<file path="config.mk">
export PLATFORM = sky130hd
export DESIGN_NAME = systolic_ctrl
export DESIGN_NICKNAME = d
export VERILOG_FILES = /design/src/rtl/systolic_pkg.sv /design/src/rtl/systolic_result_drain.sv /design/src/rtl/systolic_ctrl.sv
export SDC_FILE = /design/constraint.sdc
export NUM_CORES = 1
export LEC_CHECK = 0
export CORE_ASPECT_RATIO = 2
export CORE_MARGIN = 2
export CORE_UTILIZATION = 40
export CTS_CLUSTER_DIAMETER = 100
export DETAILED_ROUTE_END_ITERATION = 16
export DONT_BUFFER_PORTS = 1
export GPL_ROUTABILITY_DRIVEN = 0
export GPL_TIMING_DRIVEN = 0
export SYNTH_ARGS = -nofsm -noshare
export SYNTH_HDL_FRONTEND = slang
export SYNTH_SLANG_ARGS = --single-unit
export TNS_END_PERCENT = 20
</file>
<file path="constraint.sdc">
create_clock -name clk -period 6.6 [get_ports clk]
set_input_delay 1.65 -clock clk [delete_from_list [all_inputs] [get_ports clk]]
set_output_delay 1.65 -clock clk [all_outputs]
set_load 0.01 [all_outputs]
</file>
<file path="src/rtl/systolic_pkg.sv">
// Shared types and constants for the systolic array job sequencer.
package systolic_pkg;

    localparam int unsigned EXP_W  = 5;
    localparam int unsigned PREC_W = 4;

    typedef enum logic [2:0] {
        ST_IDLE,
        ST_STREAM,
        ST_DRAIN,
        ST_COLLECT,
        ST_FINISH
    } state_t;

    // PE index width, never narrower than one bit
    function automatic int unsigned idx_width(input int unsigned n_pe);
        return (n_pe > 1) ? $clog2(n_pe) : 1;
    endfunction

endpackage

</file>
<file path="src/rtl/systolic_result_drain.sv">
// Result snapshot and valid/ready serializer for systolic_ctrl.
// Captures all N*N accumulators/exponents on one edge, then emits them
// in index order; outputs are muxed from registers so they hold during stalls.
module systolic_result_drain
    import systolic_pkg::*;
#(
    parameter int unsigned N         = 2,
    parameter int unsigned ACC_WIDTH = 32
) (
    input  logic                            clk,
    input  logic                            rst,
    input  logic                            capture,
    input  logic [N*N*ACC_WIDTH-1:0]        arr_acc,
    input  logic [N*N*EXP_W-1:0]            arr_exp,
    input  logic                            res_ready,
    output logic                            res_valid,
    output logic [ACC_WIDTH-1:0]            res_data,
    output logic [EXP_W-1:0]                res_exp,
    output logic [idx_width(N*N)-1:0]       res_idx,
    output logic                            last_xfer
);

    localparam int unsigned NPE  = N * N;
    localparam int unsigned IDXW = idx_width(NPE);

    logic [ACC_WIDTH-1:0] snap_acc [NPE];
    logic [EXP_W-1:0]     snap_exp [NPE];

    assign res_data  = snap_acc[res_idx];
    assign res_exp   = snap_exp[res_idx];
    assign last_xfer = res_valid && res_ready && (res_idx == IDXW'(NPE - 1));

    // Snapshot load on capture, then step the index on each accepted transfer
    always_ff @(posedge clk) begin
        if (rst) begin
            for (int unsigned i = 0; i < NPE; i++) begin
                snap_acc[i] <= '0;
                snap_exp[i] <= '0;
            end
            res_valid <= 1'b0;
            res_idx   <= '0;
        end else if (capture) begin
            for (int unsigned i = 0; i < NPE; i++) begin
                snap_acc[i] <= arr_acc[i*ACC_WIDTH +: ACC_WIDTH];
                snap_exp[i] <= arr_exp[i*EXP_W +: EXP_W];
            end
            res_valid <= 1'b1;
            res_idx   <= '0;
        end else if (res_valid && res_ready) begin
            if (last_xfer) begin
                res_valid <= 1'b0;
            end else begin
                res_idx <= res_idx + 1'b1;
            end
        end
    end

endmodule

</file>
<file path="src/rtl/systolic_ctrl.sv">
// Job sequencer for the N x N bit-serial FP-INT systolic array.
// Streams buffer read addresses, waits for the array, then drains results.
// Optional feature macro: SYSTOLIC_CTRL_PERF_EN (busy/stall performance counters).
module systolic_ctrl
    import systolic_pkg::*;
#(
    parameter int unsigned N             = 2,
    parameter int unsigned ACC_WIDTH     = 32,
    parameter int unsigned ADDR_WIDTH    = 8,
    parameter int unsigned DRAIN_TIMEOUT = 255
) (
    input  logic                          clk,
    input  logic                          rst,
    input  logic                          start,
    input  logic [ADDR_WIDTH-1:0]         k_len,
    input  logic [PREC_W-1:0]             precision,
    input  logic [EXP_W-1:0]              exp_set,
    output logic                          busy,
    output logic                          act_rd_en,
    output logic [ADDR_WIDTH-1:0]         act_rd_addr,
    output logic                          w_rd_en,
    output logic [ADDR_WIDTH-1:0]         w_rd_addr,
    output logic                          arr_active,
    output logic [PREC_W-1:0]             arr_precision,
    output logic [EXP_W-1:0]              arr_exp_set,
    input  logic                          arr_done,
    input  logic [N*N*ACC_WIDTH-1:0]      arr_acc,
    input  logic [N*N*EXP_W-1:0]          arr_exp,
    output logic                          res_valid,
    input  logic                          res_ready,
    output logic [ACC_WIDTH-1:0]          res_data,
    output logic [EXP_W-1:0]              res_exp,
    output logic [idx_width(N*N)-1:0]     res_idx,
    output logic                          job_done,
    output logic                          err
`ifdef SYSTOLIC_CTRL_PERF_EN
    ,
    output logic [31:0]                   perf_busy_cycles,
    output logic [31:0]                   perf_stall_cycles
`endif
);

    localparam int unsigned BEAT_W = 2 * ADDR_WIDTH + 4;
    localparam int unsigned TO_W   = $clog2(DRAIN_TIMEOUT + 1);

    state_t              state;
    logic [BEAT_W-1:0]   beats_req;
    logic [BEAT_W-1:0]   beat;
    logic [BEAT_W-1:0]   beat_last;
    logic [PREC_W-1:0]   prec_cnt;
    logic [TO_W-1:0]     drain_cnt;
    logic                capture;
    logic                last_xfer;

    assign beats_req = BEAT_W'(k_len) * BEAT_W'(precision);
    assign capture   = (state == ST_DRAIN) && arr_done;

    // Job FSM with address generation, drain timeout and registered outputs
    always_ff @(posedge clk) begin
        if (rst) begin
            state         <= ST_IDLE;
            busy          <= 1'b0;
            act_rd_en     <= 1'b0;
            act_rd_addr   <= '0;
            w_rd_en       <= 1'b0;
            w_rd_addr     <= '0;
            arr_active    <= 1'b0;
            arr_precision <= '0;
            arr_exp_set   <= '0;
            job_done      <= 1'b0;
            err           <= 1'b0;
            beat          <= '0;
            beat_last     <= '0;
            prec_cnt      <= '0;
            drain_cnt     <= '0;
        end else begin
            job_done   <= 1'b0;
            arr_active <= act_rd_en;
            case (state)
                ST_IDLE: begin
                    if (start) begin
                        arr_precision <= precision;
                        arr_exp_set   <= exp_set;
                        err           <= 1'b0;
                        beat          <= '0;
                        beat_last     <= beats_req - BEAT_W'(1);
                        prec_cnt      <= '0;
                        drain_cnt     <= '0;
                        act_rd_addr   <= '0;
                        w_rd_addr     <= '0;
                        busy          <= 1'b1;
                        if (k_len == '0 || precision == '0) begin
                            err   <= 1'b1;
                            state <= ST_FINISH;
                        end else begin
                            act_rd_en <= 1'b1;
                            w_rd_en   <= 1'b1;
                            state     <= ST_STREAM;
                        end
                    end
                end
                ST_STREAM: begin
                    if (beat == beat_last) begin
                        act_rd_en <= 1'b0;
                        w_rd_en   <= 1'b0;
                        state     <= ST_DRAIN;
                    end else begin
                        beat      <= beat + BEAT_W'(1);
                        w_rd_addr <= ADDR_WIDTH'(beat + BEAT_W'(1));
                        if (prec_cnt == arr_precision - PREC_W'(1)) begin
                            prec_cnt    <= '0;
                            act_rd_addr <= act_rd_addr + ADDR_WIDTH'(1);
                        end else begin
                            prec_cnt <= prec_cnt + PREC_W'(1);
                        end
                    end
                end
                ST_DRAIN: begin
                    if (arr_done) begin
                        state <= ST_COLLECT;
                    end else if (drain_cnt == TO_W'(DRAIN_TIMEOUT - 1)) begin
                        err   <= 1'b1;
                        state <= ST_FINISH;
                    end else begin
                        drain_cnt <= drain_cnt + TO_W'(1);
                    end
                end
                ST_COLLECT: begin
                    if (last_xfer) begin
                        state <= ST_FINISH;
                    end
                end
                ST_FINISH: begin
                    job_done <= 1'b1;
                    busy     <= 1'b0;
                    state    <= ST_IDLE;
                end
                default: begin
                    state <= ST_IDLE;
                end
            endcase
        end
    end

    systolic_result_drain #(
        .N         (N),
        .ACC_WIDTH (ACC_WIDTH)
    ) u_drain (
        .clk       (clk),
        .rst       (rst),
        .capture   (capture),
        .arr_acc   (arr_acc),
        .arr_exp   (arr_exp),
        .res_ready (res_ready),
        .res_valid (res_valid),
        .res_data  (res_data),
        .res_exp   (res_exp),
        .res_idx   (res_idx),
        .last_xfer (last_xfer)
    );

`ifdef SYSTOLIC_CTRL_PERF_EN
    // Saturating busy/stall counters, restarted by each accepted job
    always_ff @(posedge clk) begin
        if (rst) begin
            perf_busy_cycles  <= '0;
            perf_stall_cycles <= '0;
        end else if (state == ST_IDLE && start) begin
            perf_busy_cycles  <= '0;
            perf_stall_cycles <= '0;
        end else begin
            if (state != ST_IDLE && perf_busy_cycles != '1) begin
                perf_busy_cycles <= perf_busy_cycles + 32'd1;
            end
            if (state == ST_COLLECT && res_valid && !res_ready && perf_stall_cycles != '1) begin
                perf_stall_cycles <= perf_stall_cycles + 32'd1;
            end
        end
    end
`endif

endmodule

</file>
Yosys cells after proc, flatten, opt, wreduce, memory -nomap -nowiden
Memories as Yosys holds them, arrays and structs flattened. A register that Yosys moved wholly into a read port is not among the register bits. Index checks and enable logic that the tools add are counted.

Logic and storage cells: 131. Bits in writable memories: 148. Flip-flop bits (word level): 88. Memories: 2. Output and inout bits: 71. Input port bits: 170.

Memories: u_drain.snap_acc (words 4, bits a word 32, read ports 1, clocked after Yosys merged registers in 1, write ports 4, RTL line systolic_result_drain.sv:26) `logic [ACC_WIDTH-1:0] snap_acc [NPE];`; u_drain.snap_exp (words 4, bits a word 5, read ports 1, clocked after Yosys merged registers in 1, write ports 4, RTL line systolic_result_drain.sv:27) `logic [EXP_W-1:0] snap_exp [NPE];`.

Reductions and logical operators: 23. Bitwise operators: 9. Multiply operators: 1. Eq/ne operators: 18. Mux-type cells: 55. Add/subtract/negate cells: 7.

Operators with widths (number): two-way mux 32 bit (4); two-way mux 8 bit (6); one-hot mux 8 bit (2 select lines) (3); two-way mux 20 bit (2); one-hot mux 20 bit (2 select lines) (1); adder 20 x 1 -> 20 bit (second input constant) (1); equality test 20 bit (1); two-way mux 5 bit (4); AND reduction 4 bit (5); two-way mux 3 bit (6); two-way mux 1 bit (17); adder 8 x 1 -> 8 bit (second input constant) (2); inequality test 2 bit (second input constant) (8); subtractor 12 x 1 -> 13 bit (second input constant) (1); multiplier 8 x 4 -> 12 bit (1); two-way mux 4 bit (3); one-hot mux 3 bit (4 select lines) (1); nonzero test 2 bit (5); equality test 8 bit (second input constant) (1); logical NOT 8 bit (1); two-way mux 2 bit (4); OR 1 bit (8); one-hot mux 4 bit (2 select lines) (1); AND reduction 2 bit (4); other kinds (18) (23).

Longest topological paths before layout
Depth in word-level cells: 6. Gate-level depth with buffers: 15. Depth with buffers taken out: 14.

Cells and area by module
Synthesis repeated with hierarchy kept, for this count alone.

Cells, all modules: 951. Area total of the unflattened synthesis: 11407.2 um^2.

Modules (own cells, without submodules): systolic_result_drain (times used 1, sequential area each 4544.4 um^2, area an instance 6650.1 um^2, cells an instance 376); systolic_ctrl (times used 1, sequential area each 1401.3 um^2, area an instance 4757.1 um^2, cells an instance 575).

Worst setup path before layout
No wires, ideal clock.

Path type: in2reg. From: in rst. To: mem u_drain.snap_acc[0][0], enable pin. Path buffers: 1. Path slack: 0.822 ns. Data required time: 6.085 ns. Stages: 3. Arrival time: 5.262 ns. Setup time: 0.515 ns. Cells stage by stage: clkbuf_1 > clkinv_1 > nand2_1.

RTL lines: from (decl) (RTL line systolic_ctrl.sv:13) `input logic rst,`; to (decl) (RTL line systolic_result_drain.sv:26).

Final worst setup path
From: in precision[3]. To: reg beat_last[18].

Cells in the longest elaborated chain, start to end: 2.

Ends and longest elaborated chain: from (decl) (RTL line systolic_ctrl.sv:16) `input logic [PREC_W-1:0] precision,`; multiplier 8 x 4 -> 12 bit (RTL line systolic_ctrl.sv:55) `assign beats_req = BEAT_W'(k_len) * BEAT_W'(precision);`; subtractor 12 x 1 -> 13 bit (RTL line systolic_ctrl.sv:86) `beat_last <= beats_req - BEAT_W'(1);`; to (signal assigned) (RTL line systolic_ctrl.sv:86); to (decl) (RTL line systolic_ctrl.sv:49) `logic [BEAT_W-1:0] beat_last;`.

No other way between the ends. A chain may end at the register's enable or synchronous reset.

==> impl_results.md <==
- Status: complete, no violations
- Combinational power share: 24.7%
- Startpoint types: input pin
- Resized cells post-CTS: 0
- Least-Margin Pin Slew: 0.7849 ns
- Io pins: 241
- Worst setup path category: in2reg
- Max clock buf depth: 3
- Crit path max-delay family: adder cells
- Worst-Skew Late Latency: 0.51 ns
- Synth Warn #: 0
- Clock Sinks: 223
- Largest vdd supply drop: 0.0001480 V
- Vias: 7285
- Power density of the placed cells: 327.0 nW/um2
- Crit path DAT: 5.40 ns
- Setup crit end kind: register
- Final Non-Filler Cells: 1351
- Fmax: 201.0 MHz
- H-Tree Depth: 1
- Setup skew after layout: 0.01273 ns
- Count of final setup violators: 0
- Die footprint: 29220 um2
- Clock share of power: 30.6%
- Leakage dissipation: 4.564 nW
- Post-synth ARST share: 0%
- GRT overflow: 0
- Post-DP HPWL: 21630 um
- Core Area: 27440 um2
- Post-Syn Instances: 949
- Net Switching: 1.246 mW
- Clk pin slew, worst setup/hold paths: 0.07 ns
- Largest net degree at the start of global routing: 73
- Setup Fix Bufs, Post-CTS: 0
- Final Hold Fails: 0
- Num rows: 86
- Post-synth top area share: 39.98%
- Global Route Usage Sum: 18.56%
- CP cell instances: clkbuf_1, nand2_1, ha_1, fa_1, inv_1, fa_1, ha_1, a211oi_1, o21ai_0, nand2_1, a31oi_1, or4b_2, a31oi_1
- CP max stage delay: 0.66 ns
- Synth Cell Area: 11120 um2
- CP Data Required Time: 7.03 ns
- Hold Crit Class: reg2reg
- Final nets: 1189
- Hold Buf Count CTS: 0
- Max-Cap Viols: 0
- Critical path buffers and inverters: 2
- Via-per-instance ratio: 5.392
- Area growth, synth to finish: 10.98%
- Leading cell type in the layout, fill and taps excluded: and2_1
- Crit path time final: 4.975 ns
- CTS tree: done
- Seq pwr share: 44.7%
- Unrepaired setup endpoints after global routing: false
- Distinct cells, synth: 65
- Routed WL: 27580 um
- Sw frac: 30.87%
- Area contributors post-synth: edfxtp_1 40%, dfxtp_1 14%, and2_1 8.9%
- DR pass1 iterations: 4
- Drt wl/cell: 20.42 um
- Initial antenna violation count: 10
- Internal power: 2.789 mW
- CTS Buf Count: 21
- Die X: 121.9 um
- Max Fanout on Critical Path: 10
- Clk root buf: clkbuf_16
- Prevailing post-synth register cell: edfxtp_1
- Die span in y: 239.8 um
- DRC: 0
- #FFs+latches synth: 223
- Sequential fraction of the synthesis area: 53.48%
- Initial core utilization: 40.52%
- Placed cell count: 1303
- Most frequent cells in the layout: 158 x and2_1, 148 x edfxtp_1, 88 x nand2_1, 75 x dfxtp_1, 54 x a21oi_1
- Syn_area_per_cell: 11.71 um2
- Leading area contributor after synthesis: edfxtp_1
- Vias in the first global route: 7527
- Setup_tns: 0 ns
- Syn nets: 1164
- Final period util: 75.37%
- Slowest-stage cell, CP: or4b_2
- Post-synth EDFFs: 148
- Max Slew Vio Count: 0
- First-pass GRT wire length: 41440 um
- Initial DRC Count: 312
- Worst slew margin: 46.32%
- Layout cells sized above 1: 10.72%
- Antenna Violating Nets Remaining: 0
- PortBufs: 0
synth_stat cells, drive strengths merged (4+ instances only):
cell type and number:
and2 158, edfxtp 148, nand2 90, dfxtp 75, a21oi 54, inv 38
nor2 38, clkbuf 37, mux4 37, ha 32, nand3 27, buf 20
o21ai 19, xnor2 19, or3 16, fa 13, or4 12, xor2 11
nand4 10, a211oi 8, nor3 8, o211ai 8, and3 6, mux2i 6
nor4 5, a211o 4, a31oi 4, o31ai 4
final timing paths:
check | slack, ns | end | depth (start not counted) | from
worst max-delay path | 1.63 | beat_last[18] | 13 | precision[3]
worst min-delay path | 0.46 | beat_last[5] | 2 | beat_last[5]
worst min register to register | 0.46 | beat_last[5] | 2 | beat_last[5]
worst max register to register | 3.74 | u_drain.snap_exp[3][2] | 7 | state[2]
worst min-delay path, stage by stage (launching register included):
cell and delay [ns]:
dfxtp_1 0.32, nand2_1 0.05, a21oi_1 0.05
layout make-up:
| class | instances | area [um2] |
|---|---|---|
| antenna | 10 | 25.02 |
| buffer | 57 | 282.8 |
| clock buffer | 22 | 529.3 |
| clock inverter | 16 | 163.9 |
| fill | 2562 | 15100 |
| inverter | 39 | 146.4 |
| multi-input combinational | 630 | 4750 |
| sequential | 223 | 5946 |
| tap | 352 | 440.4 |
| timing repair buffer | 2 | 55.05 |
power by group through the flow:
stage / sequential, mW / combinational (mW) / clock [mW]
floorplan: 1.82 / 0.757 / 0
global placement: 1.85 / 0.981 / 0
detailed placement: 1.84 / 1.01 / 0
CTS: 1.81 / 1.01 / 1.26
global route: 1.83 / 1.11 / 1.31
finish: 1.80 / 0.995 / 1.24
registers in the layout, summed over array words and instances, names as in the netlist, 4 cells and up, named ones only:
signal / count
arr_exp_set: 5
drain_cnt: 8
u_drain.snap_exp: 20
act_rd_addr: 8
beat: 13
beat_last: 13
u_drain.snap_acc: 128
w_rd_addr: 7
arr_precision: 4
prec_cnt: 4
kinds of logic after synthesis:
logic type	Yosys count	share of synthesized area [%]
adders and majority gates	45	5.943
AOI/OAI and AO/OA	124	7.226
muxes	43	8.036
buffers and inverters	96	3.860
and+or+nand+nor	388	19.09
DFF	223	53.48
xor gates and xnor gates	30	2.364
through the flow:
stage | power (mW) | util, % | hold slack [ns] | area [um2] | setup slack, ns
after floorplan | 2.574 | - | 0.4436 | 11120 | 0.8224
after global placement | 2.832 | 42.12 | 0.4533 | 11560 | -0.9514
after detailed placement | 2.845 | 42.35 | 0.4583 | 11620 | 1.004
after CTS | 4.079 | 44.87 | 0.4660 | 12310 | 1.523
after global routing | 4.245 | 44.96 | 0.4786 | 12340 | 1.276
final | 4.035 | 44.97 | 0.4647 | 12340 | 1.626
layer usage:
| metal | vias to the layer above | track usage (%) | share of wire (%) |
|---|---|---|---|
| li1 | 3460 | - | - |
| met5 | - | 0 | 0.047 |
| met1 | 3543 | 17.86 | 32 |
| met2 | 225 | 36.09 | 56 |
| met3 | 55 | 4.190 | 7.7 |
| met4 | 2 | 8.743 | 4.0 |
Power figures use the tool's default switching activity.
==> patch 1, RTL diff (same flow settings) <==
Add a define of `SYSTOLIC_CTRL_PERF_EN`.
--- a/src/rtl/systolic_ctrl.sv
+++ b/src/rtl/systolic_ctrl.sv
@@ -1,6 +1,8 @@
 // Job sequencer for the N x N bit-serial FP-INT systolic array.
 // Streams buffer read addresses, waits for the array, then drains results.
 // Optional feature macro: SYSTOLIC_CTRL_PERF_EN (busy/stall performance counters).
+`define SYSTOLIC_CTRL_PERF_EN
+
 module systolic_ctrl
     import systolic_pkg::*;
 #(
Formal check against the unedited RTL (old outputs only; new: perf_busy_cycles and perf_stall_cycles): no difference found for any inputs over 4 cycles, from zero or initial values and one cycle with rst high; that may be too few to reach the edited logic, so the function may still have changed.
==> patch 1 against the original RTL <==
- wire length rose by 43%
- total power is 19% higher
- maximum frequency is 2.4% higher
- sequential cell count grew 64
- area after synthesis is 27% higher
- cell area rose by 27%
- setup slack better by 120 ps
- die area is 27% higher
- clock power is 27% higher
==> patch 1: results (changes against the original RTL) <==
Synth area leaders=edfxtp_1 31%, dfxtp_1 20%, and2_1 7.2% (was edfxtp_1 40%, dfxtp_1 14%, and2_1 8.9%); worst-case clock skew=6.282 ps (was 12.73 ps); Vias/cell=5.601 (was 5.392); worst r2r dst=drain_cnt[4] (was u_drain.snap_exp[3][2]); outcome=complete, no violations (unchanged); postcts setup bufs=0 (unchanged); Leakage=0.005644 uW (was 0.004564 uW); Worst-Skew Late Latency=550 ps (was 510 ps); clock buffer count from CTS=28 (was 21); critical path endpoint=beat_last[10] (was beat_last[18]); r2r setup slk=3230 ps (was 3740 ps); switching share of power=31.10% (was 30.87%); drt pass-1 iters=5 (was 4); Comb power=1060 uW (was 995 uW); max_slew headroom=18.86% (was 46.32%); Clk network pwr share=32.8% (was 30.6%); largest net degree at the start of global routing=74 (was 73); hpwl dp=30820 um (was 21630 um); Top Registers=u_drain.snap_acc (128), perf_busy_cycles (32), perf_stall_cycles (32) (was u_drain.snap_acc (128), u_drain.snap_exp (20)); Syn Nets=1530 (was 1164); Routed WL=39470 um (was 27580 um); global-route wire length before repair=59760 um (was 41440 um); number of global-route vias before repair=10450 (was 7527); PwrDens=306.8 nW/um2 (was 327.0 nW/um2); post-synthesis sequential area ratio=51.07% (was 53.48%); post-synth cell types=61 (was 65); nets=1562 (was 1189); layout cell share with drive strength beyond 1=8.718% (was 10.72%); GRT Total Usage=20.86% (was 18.56%); worst vdd ir=0.2137 mV (was 0.1480 mV); Arrival @ worst endpoint=5300 ps (was 5400 ps); Starting DRT DRC Count=473 (was 312); top cells by count, synth=163 x and2_1, 148 x edfxtp_1, 139 x dfxtp_1 (was 158 x and2_1, 148 x edfxtp_1, 89 x nand2_1); initial antenna violation count=13 (was 10)
-- patch 1: cell types whose count changed after synthesis, moves of 9 or more --
cell	change
nor2_1	+47
or3_1	+9
and4_1	+12
nand3_1	+21
a21oi_1	+9
xnor2_1	+15
o31ai_1	+9
dfxtp_1	+64
nor4_1	+10
nand2_1	+30
and3_1	+10
xor2_1	+32
nand4_1	+15
clkbuf_1	+16
-- patch 1: per-stage QoR --
| stage | std cells | setup slack (ps) | area, um2 | setup TNS, ps |
|---|---|---|---|---|
| 2_1_floorplan | 1313 | 1135 | 14150 | 0 |
| 3_3_place_gp | 1758 | -297.8 | 14710 | -42720 |
| 3_5_place_dp | 1760 | 1175 | 14770 | 0 |
| 4_1_cts | 1810 | 1752 | 15660 | 0 |
| 5_1_grt | 1822 | 1456 | 15690 | 0 |
| 6_report | 1822 | 1744 | 15690 | 0 |
-- patch 1: layer usage --
metal | wire length, um | vias up | GRT usage (%)
li1 | - | 4797 | -
met1 | 11990 | 4908 | 18.46
met2 | 22150 | 383 | 41.02
met3 | 3260 | 117 | 5.556
met4 | 2065 | 0 | 10.69
met5 | 0 | - | 0
-- patch 1: area by class of cell --
cell class,count,area (um2),area share (%)
Buffer,78,349.1,2.225
Antenna cell,12,30.03,0.1914
Tap cell,445,556.8,3.548
Timing Repair Buffer,2,55.05,0.3508
Clock inverter,18,145.1,0.9250
Multi-Input combinational cell,904,6416,40.89
Clock buffer,32,747.0,4.760
Sequential cell,287,7227,46.06
Inverter,44,165.2,1.053
-- patch 1: critical path, stage by stage --
cell      delay (ps)
clkbuf_1         360
nand2_1          110
ha_1             290
inv_1             50
fa_1             530
inv_1             50
fa_1             540
inv_1             40
ha_1             350
a21o_1           210
a21oi_1          230
a21boi_0         190
o31ai_1          400
mux2i_1          230
nand2_1           60
-- patch 1: how the worst min path moves through the flow --
| stage | from | to | slack, ps | depth (start not counted) |
|---|---|---|---|---|
| 6_report | beat_last[7] | beat_last[7] | 460 | 2 |
| 5_1_grt | beat_last[7] | beat_last[7] | 480 | 2 |
| 4_1_cts | beat_last[7] | beat_last[7] | 470 | 2 |
| 3_5_place_dp | beat_last[7] | beat_last[7] | 460 | 2 |
| 3_3_place_gp | beat_last[4] | beat_last[4] | 450 | 2 |
| 2_1_floorplan | beat_last[4] | beat_last[4] | 440 | 2 |
-- patch 1: cell families (layout without fill, tap and decap cells) --
logic type                 after synthesis  after routing  share of synthesized area [%]
and+or+nand+nor                        585            585                          22.73
AOI/OAI and AO/OA                      149            149                          6.411
buffers and inverters                  122            174                          3.634
DFF                                    287            287                          51.07
muxes                                   46             46                          6.535
adders and majority gates               47             47                          4.846
xor gates and xnor gates                77             77                          4.766
other                                    0             12                              0
==> patch 2, RTL diff (same settings) <==
Made on the original files. Compare `res_idx` against `IDXW'(NPE - 1)` with >= in place of ==.
--- a/src/rtl/systolic_result_drain.sv
+++ b/src/rtl/systolic_result_drain.sv
@@ -28,7 +28,7 @@
 
     assign res_data  = snap_acc[res_idx];
     assign res_exp   = snap_exp[res_idx];
-    assign last_xfer = res_valid && res_ready && (res_idx == IDXW'(NPE - 1));
+    assign last_xfer = res_valid && res_ready && (res_idx >= IDXW'(NPE - 1));
 
     // Snapshot load on capture, then step the index on each accepted transfer
     always_ff @(posedge clk) begin
Formal check against the unedited RTL: no difference found for any inputs over 4 cycles, from zero or initial values and one cycle with rst high; that may be too few to reach the edited logic, so the function may still have changed.
==> patch 2 against the original RTL <==
- area after synthesis about the same
- cell area is 0.58% lower
- global-route usage increased by 1.1 points
- wire length up 7.0%
- total power grew 2.0%
- utilization fell by 0.26 points
- setup slack better by 98 ps
- sequential cell count stayed put
- sequential share of layout area grew 0.28 points
- critical path depth rose by 2
- worst hold slack improved by 8.0 ps
- largest cell class unchanged
==> patch 2: results (changes against the original RTL) <==
nets=1177 (was 1189); initial antenna violation count=6 (was 10); WHS Path Cells=2 (unchanged); post-synthesis sequential area ratio=53.51% (was 53.48%); YS warnings=0 (unchanged); Arrival @ worst endpoint=5330 ps (was 5400 ps); met2 wire len=17290 um (was 15480 um); outcome=complete, no violations (unchanged); clock-pin slew on the worst setup and hold paths=about 60 ps; Pins Over Slew Limit=0 (unchanged); Fillers=2606 (was 2562); largest net degree at the start of global routing=67 (was 73); Leakage=0.004562 uW (was 0.004564 uW); layout cell share with drive strength beyond 1=10.76% (was 10.72%); worst-case clock skew=20.42 ps (was 12.73 ps); Top FF cell, synth=edfxtp_1 (unchanged); Worst-Skew Late Latency=510 ps (about the same); Routed WL=29510 um (was 27580 um); top layer in use=met5 (unchanged); met1 usage=16.91% (was 17.86%); global-route wire length before repair=43140 um (was 41440 um); r2r setup slk=3870 ps (was 3740 ps); Top Registers=u_drain.snap_acc (128), u_drain.snap_exp (20) (unchanged); M3 GR Usage=4.214% (was 4.190%); critical path's largest stage delay=530 ps (was 660 ps); Slowest cell on crit path=fa_1 (was or4b_2); number of global-route vias before repair=7620 (was 7527); met2 Use GR=40.70% (was 36.09%); hpwl dp=22780 um (was 21630 um); Starting DRT DRC Count=507 (was 312); CTS H-tree lvls=1 (unchanged); root buf cell=clkbuf_16 (unchanged); post-synth cell types=61 (was 65); worst vdd ir=0.1876 mV (was 0.1480 mV); GRT Total Usage=19.68% (was 18.56%); Critical Path Fanout Max=10 (unchanged); I/O Buffers=0 (unchanged); Worst Hold Class=reg2reg (unchanged); Synth area leaders=edfxtp_1 40%, dfxtp_1 14%, and2_1 9.0% (was edfxtp_1 40%, dfxtp_1 14%, and2_1 8.9%); Vias/cell=5.441 (was 5.392); M1 WL=9179 um (was 8854 um); # resized after CTS=0 (unchanged); drt pass-1 iters=5 (was 4); top cells by count, synth=160 x and2_1, 148 x edfxtp_1, 82 x nand2_1 (was 158 x and2_1, 148 x edfxtp_1, 89 x nand2_1); length of routed met3 wiring=1905 um (was 2118 um); Max clock buf depth=3 (unchanged); clock buffer count from CTS=21 (unchanged); EDFF count, synth=148 (unchanged); Synth async-reset ratio=0% (unchanged); postcts setup bufs=0 (unchanged); reg2reg path depth=7 (unchanged); max_slew headroom=38.62% (was 46.32%)
patch 2: final timing paths:
path | to | startpoint
max | beat_last[18] | precision[2]
min | beat_last[2] | beat_last[2]
max reg2reg | u_drain.snap_acc[3][0] | state[0]
min reg2reg | beat_last[2] | beat_last[2]
patch 2: cell type report:
| cell class | instances | area [um2] | share of cell area (%) |
|---|---|---|---|
| sequential | 223 | 5946 | 48.47 |
| multi-input combinational | 622 | 4766 | 38.85 |
| clock buffer | 24 | 546.8 | 4.457 |
| tap | 352 | 440.4 | 3.590 |
| buffer | 55 | 267.8 | 2.183 |
| inverter | 37 | 138.9 | 1.132 |
| clock inverter | 13 | 91.34 | 0.7446 |
| timing repair buffer | 2 | 55.05 | 0.4488 |
| antenna | 6 | 15.01 | 0.1224 |
patch 2: through the flow:
step | worst slack [ps] | hold slack (ps) | power, uW | area (um2) | cells
6_report | 1724 | 472.7 | 4116 | 12270 | 1334
5_1_grt | 1578 | 490.7 | 4327 | 12260 | 1333
4_1_cts | 1738 | 475.3 | 4165 | 12250 | 1328
3_5_place_dp | 1196 | 466.2 | 2995 | 11610 | 1291
3_3_place_gp | -815.6 | 454.2 | 2985 | 11550 | 1289
2_1_floorplan | 901.3 | 443.6 | 2676 | 11110 | 937
patch 2: worst max-delay path, delay by kind of cell:
kind	cells	cell delay, ps
simple gates	5	1250
compound gates	2	220
fa+ha+maj	4	1670
buf+inv	4	540
patch 2: cell families after synthesis:
kind of cell    synth area share (%)
simple gates                   18.63
flops                          53.51
compound gates                 7.331
buf+inv                        3.660
fa+ha+maj                      5.946
xor+xnor                       3.153
mux                            7.770
patch 2: power breakdown:
group,switching (uW),internal [uW]
Sequential,117,1730
Clock,524,634
Combinational,707,407
